File: src/rtl/uart_rx_os16.sv
// uart_rx_os16 - 16x oversampling UART receiver.
//
// Deserialises the asynchronous rx_in line into a parallel word using the
// shared 5-bit line-format word and the 16x baud tick. Start bits are
// qualified at mid-bit. Data, parity and stop bits are sampled every 16
// ticks after that. A completed frame is presented with a one-cycle
// rx_ready strobe.
//
// Ports:
//   clk        system clock, rising edge
//   rst        synchronous active-high reset
//   ctrl_word  [1:0] data bits (5..8), [2] two stop bits, [3] parity enable,
//              [4] parity type (1 = even, 0 = odd); latched at start detect
//   baud16_en  one-clk tick at 16x the baud rate
//   rx_in      asynchronous serial line, idle high
//   rx_data    received word, right-justified, upper bits zero
//   rx_ready   one-clk pulse when rx_data / error flags are updated
//   rx_error   parity_err | frame_err
//   parity_err parity mismatch on the last frame
//   frame_err  a stop bit sampled low on the last frame
//   rx_busy    receiver is inside a frame (state other than IDLE)
module uart_rx_os16 #(
  parameter int SYNC_STAGES = 2,
  parameter int MID_TICK    = 7
) (
  input  logic       clk,
  input  logic       rst,
  input  logic [4:0] ctrl_word,
  input  logic       baud16_en,
  input  logic       rx_in,
  output logic [7:0] rx_data,
  output logic       rx_ready,
  output logic       rx_error,
  output logic       parity_err,
  output logic       frame_err,
  output logic       rx_busy
);

  localparam logic [3:0] MID = 4'(MID_TICK);

  typedef enum logic [2:0] {IDLE, START, DATA, PARITY, STOP} state_t;

  state_t                 state, state_n;
  logic [SYNC_STAGES-1:0] sync;
  logic                   rx_s;
  logic [3:0]             tcnt, tcnt_n;
  logic [2:0]             bidx, bidx_n;
  logic [1:0]             scnt, scnt_n;
  logic [7:0]             shreg, shreg_n;
  logic                   par, par_n;
  logic                   perr, perr_n;
  logic                   ferr, ferr_n;
  logic [4:0]             cfg, cfg_n;
  logic                   armed, armed_n;
  logic                   complete;

  // Shift register fills from the MSB, so an N-bit word ends up in the top
  // N bits and is shifted down by 8-N.
  function automatic logic [7:0] justify(input logic [7:0] sh, input logic [1:0] nsel);
    case (nsel)
      2'b00:   return {3'b000, sh[7:3]};
      2'b01:   return {2'b00,  sh[7:2]};
      2'b10:   return {1'b0,   sh[7:1]};
      default: return sh;
    endcase
  endfunction

  assign rx_s    = sync[SYNC_STAGES-1];
  assign rx_busy = (state != IDLE);

  always_comb begin
    state_n  = state;
    tcnt_n   = tcnt;
    bidx_n   = bidx;
    scnt_n   = scnt;
    shreg_n  = shreg;
    par_n    = par;
    perr_n   = perr;
    ferr_n   = ferr;
    cfg_n    = cfg;
    armed_n  = armed;
    complete = 1'b0;
    if (baud16_en) begin
      case (state)
        IDLE: begin
          if (rx_s) begin
            armed_n = 1'b1;
          end else if (armed) begin
            cfg_n   = ctrl_word;
            tcnt_n  = 4'd0;
            scnt_n  = 2'd0;
            par_n   = 1'b0;
            perr_n  = 1'b0;
            ferr_n  = 1'b0;
            state_n = START;
          end
        end
        START: begin
          tcnt_n = tcnt + 4'd1;
          if (tcnt == MID) begin
            if (rx_s) begin
              state_n = IDLE;           // glitch, not a real start bit
            end else begin
              tcnt_n  = 4'd0;
              bidx_n  = 3'd0;
              state_n = DATA;
            end
          end
        end
        DATA: begin
          tcnt_n = tcnt + 4'd1;
          if (tcnt == 4'd15) begin
            shreg_n = {rx_s, shreg[7:1]};
            par_n   = par ^ rx_s;
            bidx_n  = bidx + 3'd1;
            if (bidx == {1'b1, cfg[1:0]})
              state_n = cfg[3] ? PARITY : STOP;
          end
        end
        PARITY: begin
          tcnt_n = tcnt + 4'd1;
          if (tcnt == 4'd15) begin
            // Even parity wants a zero total over data+parity, odd wants one.
            perr_n  = par ^ rx_s ^ ~cfg[4];
            state_n = STOP;
          end
        end
        STOP: begin
          tcnt_n = tcnt + 4'd1;
          if (tcnt == 4'd15) begin
            ferr_n = ferr | ~rx_s;
            if (cfg[2] && scnt == 2'd0) begin
              scnt_n = 2'd1;
            end else begin
              complete = 1'b1;
              state_n  = IDLE;
              // A framing error disarms start detection until the line has
              // been seen high, so a break yields one frame, not a stream.
              armed_n  = ~ferr_n;
            end
          end
        end
        default: state_n = IDLE;
      endcase
    end
  end

  always_ff @(posedge clk) begin
    if (rst) begin
      sync  <= '1;
      state <= IDLE;
      tcnt  <= 4'd0;
      bidx  <= 3'd0;
      scnt  <= 2'd0;
      shreg <= 8'd0;
      par   <= 1'b0;
      perr  <= 1'b0;
      ferr  <= 1'b0;
      cfg   <= 5'd0;
      armed <= 1'b1;
    end else begin
      sync  <= {sync[SYNC_STAGES-2:0], rx_in};
      state <= state_n;
      tcnt  <= tcnt_n;
      bidx  <= bidx_n;
      scnt  <= scnt_n;
      shreg <= shreg_n;
      par   <= par_n;
      perr  <= perr_n;
      ferr  <= ferr_n;
      cfg   <= cfg_n;
      armed <= armed_n;
    end
  end

  always_ff @(posedge clk) begin
    if (rst) begin
      rx_data    <= 8'd0;
      rx_ready   <= 1'b0;
      rx_error   <= 1'b0;
      parity_err <= 1'b0;
      frame_err  <= 1'b0;
    end else begin
      rx_ready <= complete;
      if (complete) begin
        rx_data    <= justify(shreg, cfg[1:0]);
        parity_err <= perr;
        frame_err  <= ferr_n;
        rx_error   <= perr | ferr_n;
      end
    end
  end

endmodule

File: config.mk
export PLATFORM = sky130hd
export DESIGN_NAME = uart_rx_os16
export DESIGN_NICKNAME = d
export VERILOG_FILES = /design/src/rtl/uart_rx_os16.sv
export SDC_FILE = /design/constraint.sdc
export NUM_CORES = 1
export LEC_CHECK = 0
export CORE_MARGIN = 4
export CORE_UTILIZATION = 46
export CTS_CLUSTER_SIZE = 10
export DETAILED_ROUTE_END_ITERATION = 10
export GPL_TIMING_DRIVEN = 0
export PLACE_DENSITY = 0.77
export SLEW_MARGIN = 20
export SYNTH_ARGS = -nofsm -noshare
export SYNTH_HDL_FRONTEND = slang
export SYNTH_SLANG_ARGS = --single-unit
File: constraint.sdc
create_clock -name clk -period 3.05 [get_ports clk]
set_clock_uncertainty 0.15 [all_clocks]
set_input_delay 0.305 -clock clk [delete_from_list [all_inputs] [get_ports clk]]
set_output_delay 0.305 -clock clk [all_outputs]
set_load 0.02 [all_outputs]
=== Word level (Yosys, flattened, before mapping) ===
Index checks and enable logic that the tools add are counted.

* Reduce and logical (&&, ||, !) cells: 20
* Mux-type cells: 45
* $add $sub $neg: 2
* Equality and inequality tests: 20
* Bitwise operators: 7

{| class="wikitable"
|+ Operator list
! operator !! count
|-
| 3-bit 2-to-1 mux || 12
|-
| 8-bit case mux with 3 select lines || 1
|-
| 2-bit inequality test (second input constant) || 11
|-
| 5-bit AND reduction || 4
|-
| 4-bit 2-to-1 mux || 4
|-
| 1-bit 2-to-1 mux || 15
|-
| 3-bit case mux with 5 select lines || 1
|-
| 4-bit case mux with 3 select lines || 1
|-
| 2-bit 2-to-1 mux || 5
|-
| 9-bit AND reduction || 1
|-
| 1-bit case mux with 2 select lines || 4
|-
| 4-bit AND reduction || 2
|-
| 2-bit nonzero test || 4
|-
| 3-bit by 2-bit equality test with 1-bit output (second input constant) || 2
|-
| 3-bit case mux with 2 select lines || 1
|-
| 6-bit AND reduction || 1
|-
| 3-bit nonzero test || 2
|-
| 4-bit by 1-bit adder with 4-bit output (second input constant) || 1
|-
| 4-bit by 3-bit equality test with 1-bit output (second input constant) || 1
|-
| 4-bit equality test (second input constant) || 1
|-
| 2-bit logical NOT || 2
|-
| 2-bit case mux with 2 select lines || 1
|-
| 3-bit by 1-bit adder with 3-bit output (second input constant) || 1
|-
| 3-bit by 1-bit equality test with 1-bit output (second input constant) || 1
|-
| 11 further kinds || 15
|}

* Input port bits: 9
* Output and inout port bits: 13
* Bits in registers: 43

=== Depth between registers and ports, before layout ===
* Depth after elaboration: 6
* Gate-level depth with buffers: 7
* Gate-level depth less buffers: 5

=== Worst setup path after synthesis ===
No wires, ideal clock.

* Path type: flip-flop to flip-flop
* From: reg state[2]
* To: reg state[0]
* Library setup time: 0.121 ns
* Stages on the path, launching flop included: 6
* Path buffers: 1
* Arrival time: 1.558 ns
* Clock period less this slack: 1.829 ns
* Slack: 1.221 ns
* Path through: dfxtp_1 > or3_1 > clkbuf_2 > o21a_1 > nand4_1 > mux2_2

* Word-level cells in the longest chain between the ends: 3
* Elaborated cells between the ends (all ways): 15

{| class="wikitable"
|+ RTL lines
! item !! RTL line !! source
|-
| start, declared || 43 || <nowiki>state_t state, state_n;</nowiki>
|-
| start signal, assigned || 163 || <nowiki>state <= state_n;</nowiki>
|-
| 3-bit equality test, or another cell as far along || 84 || <nowiki>case (state)</nowiki>
|-
| 2-bit inequality test (no line) || - ||
|-
| 9-bit AND reduction (no line) || - ||
|}

Parallel ways exist; a longest one is shown, timed or not.
A chain may end at the register's enable or synchronous reset.

=== Worst setup path after layout ===
* From: reg state[2]
* To: out rx_busy

* Word-level cells in the longest chain between the ends: 1

{| class="wikitable"
|+ RTL lines
! item !! RTL line !! source
|-
| 3-bit nonzero test || 69 || <nowiki>assign rx_busy = (state != IDLE);</nowiki>
|-
| end, declared || 36 || <nowiki>output logic rx_busy</nowiki>
|}

Every way passes these cells.

==> impl_metrics.env <==
export IMPL_grt_overflow=0
export IMPL_drc=0
export IMPL_min_period_ns=2.23
export IMPL_intPower_uw=948
export IMPL_hold_viol_final=0
export IMPL_hold_buffers=0
export IMPL_grt_util_all_layers_pct=17.8
export IMPL_post_cts_buffers=0
export IMPL_port_buffers=20
export IMPL_async_reset_ff_share_pct=0
export IMPL_synth_fp_nets=251
export IMPL_numCtsBuffers=5
export IMPL_drt_total_wl_um=4670
export IMPL_setup_viol=0
export IMPL_clkPwrFrac_pct=32.1
export IMPL_ys_seq_area_share_pct=40.7
export IMPL_grt_max_degree=14
export IMPL_synth_seq_cells=42
export IMPL_cts_tree="done"
export IMPL_arrival_ns=1.77
export IMPL_initial_core_util_pct=47.4
export IMPL_final_core_util_pct=56.0
export IMPL_hold_path_end="sync[1]"
export IMPL_tightest_slew_ns=0.666
export IMPL_ff2ff_setup_slack_ns=0.92
export IMPL_yosys_top_cells_area="dfxtp_1 41%, mux2i_1 9.7%, nor2_1 5.6%"
export IMPL_cts_clk_slew_worst_paths_ns=0.08
export IMPL_ys_warn_count=0
export IMPL_hold_path_cell_count=1
export IMPL_rsz0062_at_grt="false"
export IMPL_fin_hold_ws_ns=0.269
export IMPL_antenna_cells=0
export IMPL_h_tree_depth=2
export IMPL_final_layout_size_suffix_gt1_share_pct=8.96
export IMPL_crit_type="reg2out"
export IMPL_die_w_um=75.0
export IMPL_ir_drop_v=0.000349
export IMPL_finalSetupTns_ns=0
export IMPL_worstPathRequired_ns=2.59
export IMPL_synth_distinct_cells=48
export IMPL_gp_congestion=0.840
export IMPL_area_delta_synth_final_pct=18.1
export IMPL_die_area_um2=5630
export IMPL_max_freq_mhz=449
export IMPL_io_pin_count=22
export IMPL_synth_avg_cell_area_um2=8.61
export IMPL_cts_buffer_depth=2
export IMPL_grt_pass1_vias=1574
export IMPL_crit_path_end_kind="output pin"
export IMPL_cts_root_buf="clkbuf_8"
export IMPL_num_vias=1795
export IMPL_cts_repair_resized=0
export IMPL_ant_nets=0
export IMPL_switching_share_pct=30.8
export IMPL_worstHoldPathType="reg2reg"
export IMPL_r2r_end="rx_error"
export IMPL_drt_vias_per_instance=5.61
export IMPL_clk_insertion_delay_late_ns=0.30
export IMPL_grt_pass1_wl_um=7570
export IMPL_reg2reg_depth=7
export IMPL_critPathLaunchType="flip-flop"
export IMPL_coreArea_um2=4350
export IMPL_syn_area_um2=2070
export IMPL_synth_top_area_share_pct=40.7
export IMPL_total_power_uw=1370
export IMPL_slew_headroom_pct=55.5
export IMPL_clock_sinks=42
export IMPL_max_cap_violations=0
export IMPL_pwr_share_comb_pct=25.1
export IMPL_antenna_found_initial=0
export IMPL_r2r_start="tcnt[0]"
export IMPL_hp_start="sync[0]"
export IMPL_netSwitchingPower_uw=422
export IMPL_hpwlAfterDp_um=3330
export IMPL_drt_iter0_markers=97
export IMPL_outcome="completed"
export IMPL_final_max_slew_viol_count=0
export IMPL_powerDensity_nw_per_um2=561
export IMPL_wl_per_cell_um=14.6
export IMPL_die_h_um=75.0
export IMPL_synth_area_leader_cell="dfxtp_1"
export IMPL_ys_flop_type="dfxtp_1"
export IMPL_p_seq_share_pct=42.8
export IMPL_syn_inst=240
export IMPL_crit_fanout=7
export IMPL_drtPass1Iterations=6
export IMPL_rows=24
export IMPL_leakagePower_uw=0.000919
export IMPL_fin_crit_sh_pct=73.1
export IMPL_synth_edff_count=0
export IMPL_fin_nets=278
[per-stage QoR]
step                      area (µm²)  std cells  worst slack [ns]
after floorplan                 2070        240              1.22
after global placement          2330        312             0.932
after detailed placement        2330        312             0.934
after CTS                       2440        320             0.829
after global routing            2440        320             0.675
final                           2440        320             0.820
[cells in the mapped netlist (all sizes together) (2+ instances only)]
library cell,instances
nor2b,4
and4,2
mux2i,20
nor3b,2
nor3,2
clkbuf,9
nand4,4
nand2,20
dfxtp,42
o31ai,4
nand3,8
nor2,31
ha,2
o21a,2
nand3b,2
a31oi,4
or2,2
a21oi,20
mux2,3
or3,4
a211oi,3
o21ai,11
o211ai,3
inv,7
xor2,2
and3,3
buf,7
nand2b,2
[power groups by stage]
stage	clock network [µW]	logic (µW)	registers [µW]
2_1_floorplan	0	258	594
3_3_place_gp	0	337	597
3_5_place_dp	0	341	598
4_1_cts	444	342	585
5_1_grt	473	381	589
6_report	440	344	586
[flip-flops by register name (all words and copies together), names as in the netlist, 2 cells and up]
signal   cells
state        3
sync         2
cfg          5
rx_data      8
bidx         3
tcnt         4
shreg        8
[worst max-delay path by stage]
stage	from	endpoint	slack [ns]	cells past startpoint
floorplan	state[2]	state[0]	1.22	5
global placement	rst	tcnt[2]	0.93	4
detailed placement	rst	bidx[1]	0.93	4
CTS	state[2]	rx_busy	0.83	3
global route	tcnt[0]	rx_error	0.68	7
finish	state[2]	rx_busy	0.82	3
[cell families after synthesis]
family | after synthesis | synth area share (%)
adder cells (fa/ha/maj) | 2 | 1.21
buffers and inverters | 23 | 5.03
XOR/XNOR | 3 | 1.94
flip-flops | 42 | 40.7
multiplexers | 24 | 12.4
AND/OR/NAND/NOR | 93 | 22.7
AO/OA/AOI/OAI | 53 | 16.1
[worst max-delay path, cell delays in order, from the launching register on]
cell and delay (ns):
dfxtp_1 0.38, or3_1 0.38, clkbuf_2 0.16, clkdlybuf4s50_1 0.55
[metal layers]
layer,part of all wire [%],up-vias,global-route usage (%)
met2,46,34,26.8
met3,4.2,9,5.47
li1,-,910,-
met1,48,842,24.5
met5,0,-,0
met4,1.7,0,5.73
[cell usage in the layout (no fill, tap or decap), drive strengths merged, types with 2 or more instances in the layout]
cell / count
ha: 2
and4: 2
clkbuf: 14
nor3b: 2
or2: 2
a31oi: 4
mux2: 3
inv: 7
nor2b: 4
o211ai: 3
nor3: 2
mux2i: 20
o31ai: 4
nand3b: 2
nand4: 4
xor2: 2
o21ai: 11
nor2: 31
nand2b: 2
dfxtp: 42
nand2: 20
and3: 3
a21oi: 20
clkinv: 2
clkdlybuf4s50: 20
o21a: 2
a211oi: 3
nand3: 8
or3: 4
buf: 7
[layout make-up]
cell class	count	area, µm²
Tap cell	52	65.1
Multi-Input combinational cell	175	1120
Sequential cell	42	841
Timing Repair Buffer	20	200
Buffer	16	77.6
Fill cell	407	1910
Clock buffer	5	68.8
Inverter	7	26.3
Clock inverter	3	40.0
No activity file was read; power rests on OpenSTA's default activity.
